`src/rtl/scroll_scheduler.sv`:
```
`default_nettype none
// ============================================================================
// Module      : scroll_scheduler
// Description : Sequencer for the two-line scrolling text banner. Owns the
//               horizontal base positions of line 1 (top) and line 2
//               (bottom), advances them once per video frame at a selectable
//               speed, holds each line off-screen for a gap after every pass,
//               staggers line 2 behind line 1 and supports pause.
// Ports       : clk          system clock
//               rst_n        asynchronous active-low reset
//               enable       banner switch, low forces both lines idle
//               frame_start  one-clk pulse per frame (start of v-blank)
//               pause        freeze positions and gap counters while high
//               speed[1:0]   0: 1px/2 frames, 1: 1px, 2: 2px, 3: 4px per frame
//               base1/base2  line x positions, 12-bit two's complement
//               vis1/vis2    line currently scrolling
//               wrap1/wrap2  one-clk pulse when a line completes a pass
// Revision    : 1.0 - initial release
// ============================================================================
module scroll_scheduler #(
    parameter int SCREEN_W   = 640,
    parameter int LEN1       = 315,   // must be < 2048 - SCREEN_W
    parameter int LEN2       = 270,   // must be < 2048 - SCREEN_W
    parameter int GAP_FRAMES = 60,
    parameter int STAGGER    = 200
) (
    input  logic        clk,
    input  logic        rst_n,
    input  logic        enable,
    input  logic        frame_start,
    input  logic        pause,
    input  logic [1:0]  speed,
    output logic [11:0] base1,
    output logic [11:0] base2,
    output logic        vis1,
    output logic        vis2,
    output logic        wrap1,
    output logic        wrap2
);

    localparam int                     c_GAP_W    = (GAP_FRAMES > 1) ? $clog2(GAP_FRAMES) : 1;
    localparam logic [c_GAP_W-1:0]     c_GAP_LAST = c_GAP_W'(GAP_FRAMES - 1);
    localparam logic [11:0]            c_HOME     = 12'(SCREEN_W);
    localparam logic signed [12:0]     c_MIN1     = 13'(-LEN1);
    localparam logic signed [12:0]     c_MIN2     = 13'(-LEN2);
    localparam logic signed [12:0]     c_ARM_X    = 13'(SCREEN_W - STAGGER);

    localparam logic [1:0] c_IDLE   = 2'd0;
    localparam logic [1:0] c_SCROLL = 2'd1;
    localparam logic [1:0] c_GAP    = 2'd2;

    logic [1:0]          r_st1;
    logic [1:0]          r_st2;
    logic [c_GAP_W-1:0]  r_gap1;
    logic [c_GAP_W-1:0]  r_gap2;
    logic                r_half;
    logic                r_armed2;

    logic                w_step;
    logic [2:0]          w_amt;
    logic signed [12:0]  w_sub1;
    logic signed [12:0]  w_sub2;
    logic                w_wrap1;
    logic                w_wrap2;
    logic                w_arm_hit;

    assign w_step = frame_start & ~pause;

    // Pixels moved on this step; speed 0 moves on every second step only.
    always_comb begin
        w_amt = 3'd0;
        case (speed)
            2'd0:    w_amt = {2'b00, r_half};
            2'd1:    w_amt = 3'd1;
            2'd2:    w_amt = 3'd2;
            default: w_amt = 3'd4;
        endcase
    end

    // One extra bit so that -LEN - 4 cannot wrap around to a positive value.
    assign w_sub1  = $signed({base1[11], base1}) - $signed({10'd0, w_amt});
    assign w_sub2  = $signed({base2[11], base2}) - $signed({10'd0, w_amt});
    assign w_wrap1 = (w_sub1 < c_MIN1);
    assign w_wrap2 = (w_sub2 < c_MIN2);

    // Arms on the same edge that line 1's new position crosses the threshold.
    assign w_arm_hit = (r_st1 != c_GAP) && !w_wrap1 && (w_sub1 <= c_ARM_X);

    always_ff @(posedge clk or negedge rst_n) begin
        if (!rst_n) begin
            r_st1    <= c_IDLE;
            r_st2    <= c_IDLE;
            r_gap1   <= '0;
            r_gap2   <= '0;
            r_half   <= 1'b0;
            r_armed2 <= 1'b0;
            base1    <= c_HOME;
            base2    <= c_HOME;
            vis1     <= 1'b0;
            vis2     <= 1'b0;
            wrap1    <= 1'b0;
            wrap2    <= 1'b0;
        end else begin
            wrap1 <= 1'b0;
            wrap2 <= 1'b0;
            if (!enable) begin
                r_st1    <= c_IDLE;
                r_st2    <= c_IDLE;
                r_gap1   <= '0;
                r_gap2   <= '0;
                r_half   <= 1'b0;
                r_armed2 <= 1'b0;
                base1    <= c_HOME;
                base2    <= c_HOME;
                vis1     <= 1'b0;
                vis2     <= 1'b0;
            end else if (w_step) begin
                r_half <= ~r_half;
                if (w_arm_hit) begin
                    r_armed2 <= 1'b1;
                end

                // Line 1: the first step already moves it on-screen.
                case (r_st1)
                    c_IDLE: begin
                        r_st1 <= c_SCROLL;
                        vis1  <= 1'b1;
                        base1 <= w_sub1[11:0];
                    end
                    c_SCROLL: begin
                        if (w_wrap1) begin
                            r_st1  <= c_GAP;
                            r_gap1 <= '0;
                            base1  <= c_HOME;
                            vis1   <= 1'b0;
                            wrap1  <= 1'b1;
                        end else begin
                            base1 <= w_sub1[11:0];
                        end
                    end
                    c_GAP: begin
                        if (r_gap1 == c_GAP_LAST) begin
                            r_st1 <= c_SCROLL;
                            vis1  <= 1'b1;
                        end else begin
                            r_gap1 <= r_gap1 + c_GAP_W'(1);
                        end
                    end
                    default: begin
                        r_st1 <= c_IDLE;
                        base1 <= c_HOME;
                        vis1  <= 1'b0;
                    end
                endcase

                // Line 2: becomes visible at SCREEN_W once armed and starts
                // moving on the following step, same as leaving the gap.
                case (r_st2)
                    c_IDLE: begin
                        if (r_armed2) begin
                            r_st2 <= c_SCROLL;
                            vis2  <= 1'b1;
                        end
                    end
                    c_SCROLL: begin
                        if (w_wrap2) begin
                            r_st2  <= c_GAP;
                            r_gap2 <= '0;
                            base2  <= c_HOME;
                            vis2   <= 1'b0;
                            wrap2  <= 1'b1;
                        end else begin
                            base2 <= w_sub2[11:0];
                        end
                    end
                    c_GAP: begin
                        if (r_gap2 == c_GAP_LAST) begin
                            r_st2 <= c_SCROLL;
                            vis2  <= 1'b1;
                        end else begin
                            r_gap2 <= r_gap2 + c_GAP_W'(1);
                        end
                    end
                    default: begin
                        r_st2 <= c_IDLE;
                        base2 <= c_HOME;
                        vis2  <= 1'b0;
                    end
                endcase
            end
        end
    end

endmodule
`default_nettype wire

```
`config.mk`:
```
export PLATFORM = sky130hd
export DESIGN_NAME = scroll_scheduler
export DESIGN_NICKNAME = d
export VERILOG_FILES = /design/src/rtl/scroll_scheduler.sv
export SDC_FILE = /design/constraint.sdc
export NUM_CORES = 1
export LEC_CHECK = 0
export ABC_CLOCK_PERIOD_IN_PS = 5300
export BUFFER_PORTS_ARGS = -buffer_cell sky130_fd_sc_hd__buf_4
export CAP_MARGIN = 20
export CORE_AREA = 8 8 100 84
export DETAILED_ROUTE_END_ITERATION = 8
export DIE_AREA = 0 0 108 92
export PLACE_DENSITY = 0.64
export SYNTH_ARGS = -nofsm -noshare
export SYNTH_HDL_FRONTEND = slang
export SYNTH_SLANG_ARGS = --single-unit
```
`constraint.sdc`:
```
create_clock -name clk -period 5.3 [get_ports clk]
set_input_delay 0.265 -clock clk [delete_from_list [all_inputs] [get_ports clk]]
set_output_delay 0.265 -clock clk [all_outputs]
set_load 0.03 [all_outputs]
```
==> summary.md <==
| Metric | Value |
|---|---|
| Post-DP HPWL | `approximately 5.5 mm` |
| CTS root buffer | `clkbuf_8` |
| Fin Setup TNS | `0 ns` |
| Core Region | `~6700 µm²` |
| Worst slew margin | `32.6%` |
| Worst R2R End | `base2[9]$_DFFE_PN1P_` |
| Worst slew pin tran | `around 1.0 ns` |
| Footprint of the multi-input gates | `1800 µm²` |
| Global-route wire length before repair | `approximately 13 mm` |
| Leak | `1.41 nW` |
| Fin. max-slew vios | `0` |
| Sw Pwr | `between 0.2 and 0.3 mW` |
| Crit Path Max Fanout | `9` |
| Top FF cell, synth | `dfrtp_1` |
| Crit path time final | `around 3.7 ns` |
| Num rows | `27` |
| Area grow syn2layout | `13.9%` |
| HP Class | `primary input to register` |
| Total setup buffers inserted after CTS | `0` |
| Status | `finished clean` |
| CP required | `5.54 ns` |
| Port Buffers | `34` |
| # setup viols final | `0` |
| Largest net degree at the start of global routing | `between 40 and 50` |
| Commonest non-fill, non-tap cells in the layout | `nand2_1, dfrtp_1, buf_4` |
| DP Cell Count | `470` |
| RSZ-0062 raised after global routing | `false` |
| Worst setup EP type | `register` |
| Sequential cell area | `between 1000 and 1500 µm²` |
| Worst hold slack | `0.313 ns` |
| IR drop worst, VDD | `0.0000967 V` |
| RePlAce Congestion | `~0.87` |
| Int Pwr | `0.529 mW` |
| Layout cell share with drive strength beyond 1 | `14.3%` |
| Worst Hold Path Cells | `3` |
| Final instance area | `3430 µm²` |
| MaxCap Viol Count | `0` |
| Drt wl/cell | `16.2 µm` |
| DR pass1 iterations | `4` |
| Synth cell types | `64` |
| Comb power frac | `25.8%` |
| Cell count after synthesis | `363` |
| Final Hold Fails | `0` |
| Min-delay src | `enable` |
| Setup CP Type | `register to register` |
| CTS sink cnt | `44` |
| R2R cell count | `12` |
| Setup crit start kind | `register` |
| Grt total ovfl | `0` |
| Sequential fraction of the synthesis area | `36.7%` |
| Peak Freq | `268 MHz` |
| Setup slack, reg-to-reg | `around 1.6 ns` |
| Mapped cell area | `3010 µm²` |
| Worst-Skew Late Latency | `0.31 ns` |
| H-tree Lvls | `2` |
| Part of the cycle the worst path needs | `70.5%` |
| Layout filler cell count | `around 650` |
| Worst r2r src | `r_half$_DFFE_PN0N_` |
| Cts bufs inserted | `5` |
| Reg power frac | `45.7%` |
| #FFs+latches synth | `44` |
| Clock tree buffer depth | `2` |
| Mean Syn Cell Area | `8.29 µm²` |
| Pwr dens | `roughly 240 nW/µm²` |
| DIE HEIGHT | `between 90 and 100 µm` |
| Routed vias | `roughly 2900` |
| Die Wd | `~110 µm` |
| Sw frac | `34.4%` |
| Resized Gates After CTS | `0` |
| Commonest non-fill, non-tap cell in the layout | `nand2_1` |
| I/O pin count | `35` |
| Fin cells | `~480` |
| Routed WL | `approximately 7.8 mm` |
| Net count, final | `408` |
| Initial antenna violation count | `0` |
| DRC viols | `0` |
| Via/cell ratio | `5.98` |
| Hold Path Sink | `r_gap2[5]$_DFFE_PN0P_` |
| Initial drt markers | `175` |
| Clock-pin slew on the worst setup and hold paths | `around 0.09 ns` |
| Die area | `9940 µm²` |
| EDFF count, synth | `0` |
| GRT Total Usage | `15.9%` |
| Total power | `around 0.81 mW` |
| CTS tree | `done` |
| Initial core utilization | `44.8%` |
| Final Skew | `0.0144 ns` |
| Clock Power Share | `28.5%` |
| Area after DPL | `3330 µm²` |
| Syn_nets | `380` |
| Antenna-violating nets left | `0` |
| Vias in the first global route | `roughly 2700` |
| Post-synth ARST share | `100%` |
| Ant diodes | `0` |
| Yosys warning total | `0` |
| Critical path arrival | `about 4.0 ns` |
## final cells by class
cell class | instances | area share (%)
Clock buffer | 7 | 2.52
Clock inverter | 1 | 0.219
Inverter | 12 | 1.31
Multi-Input combinational cell | 291 | 52.4
Sequential cell | 44 | 32.3
Tap cell | 87 | 3.17
Timing Repair Buffer | 37 | 8.17
## worst max-delay path by stage
stage | slack, ns | to | from | depth (start not counted)
floorplan | 1.94 | base2[10]$_DFFE_PN0P_ | base2[0]$_DFFE_PN0P_ | 12
global placement | 1.76 | base1[4]$_DFFE_PN0P_ | speed[1] | 14
detailed placement | 1.64 | base2[9]$_DFFE_PN1P_ | r_half$_DFFE_PN0N_ | 12
CTS | 1.63 | base2[9]$_DFFE_PN1P_ | r_half$_DFFE_PN0N_ | 12
global route | 1.30 | base2[7]$_DFFE_PN1P_ | r_half$_DFFE_PN0N_ | 12
finish | 1.56 | base2[9]$_DFFE_PN1P_ | r_half$_DFFE_PN0N_ | 12
## per-layer routing
metal	wire, µm	GRT usage [%]	vias up
met3	504	3.85	8
met5	0	0	-
met2	3320	23.7	80
met1	3850	22.1	1377
li1	-	-	1401
met4	76	4.27	0
## critical path, cell delays in order (launching register included)
cell and delay (ns):
dfrtp_1 0.39, nor2_1 0.05, nor2_1 0.14, ha_1 0.20, inv_1 0.06, fa_1 0.48, a2111oi_4 0.62, a32o_1 0.21
o221ai_1 0.10, o2111a_1 0.31, nor3_1 0.63, nand2_1 0.25, o22a_1 0.22
## synthesized netlist by cell type (6+ instances only)
master	number	area [µm²]
o21ai_0	27	135
a21oi_1	27	135
nor2_1	27	101
nand3_1	16	80.1
nor2b_1	9	56.3
ha_1	8	100
clkbuf_1	13	48.8
nand2_1	49	184
o21a_1	6	45.0
o31ai_1	6	45.0
nand2b_1	7	43.8
nor4_1	7	43.8
inv_1	11	41.3
nor3_1	16	80.1
dfrtp_1	40	1000
## state kept, by name, indices dropped and copies added (netlist names)
| signal | cells |
|---|---|
| wrap2 | 1 |
| r_half | 1 |
| r_st1 | 2 |
| r_st2 | 2 |
| wrap1 | 1 |
| base2 | 12 |
| base1 | 12 |
| r_armed2 | 1 |
| r_gap2 | 6 |
| r_gap1 | 6 |
## timing repair
action                                 in CTS  in global routing
setup endpoints to repair                   0                  0
hold buffers                                1                  0
endpoints found under the hold margin      40                  0
## cell families (layout without fill, tap and decap cells)
family / count (synthesis) / count (layout) / share of synthesized area, %
xor gates and xnor gates: 5 / 5 / 1.45
AOI/OAI and AO/OA: 115 / 115 / 26.6
adders and majority gates: 10 / 10 / 4.66
muxes: 4 / 4 / 1.33
buffers and inverters: 28 / 57 / 3.62
DFF: 44 / 44 / 36.7
and+or+nand+nor: 157 / 157 / 25.6
## metrics by stage
stage	util, %	worst slack, ns
after floorplan	-	1.94
after global placement	49.5	1.76
after detailed placement	49.5	1.64
after CTS	51.0	1.63
after global routing	51.0	1.30
final	51.0	1.56
## power by group through the flow
stage / sequential [mW] / clock [mW] / combinational, mW
CTS: 0.368 / 0.243 / 0.207
detailed placement: 0.374 / 0 / 0.206
finish: 0.368 / 0.230 / 0.208
global placement: 0.374 / 0 / 0.203
floorplan: 0.383 / 0 / 0.134
global route: 0.371 / 0.257 / 0.229
Power figures use the tool's default switching activity.
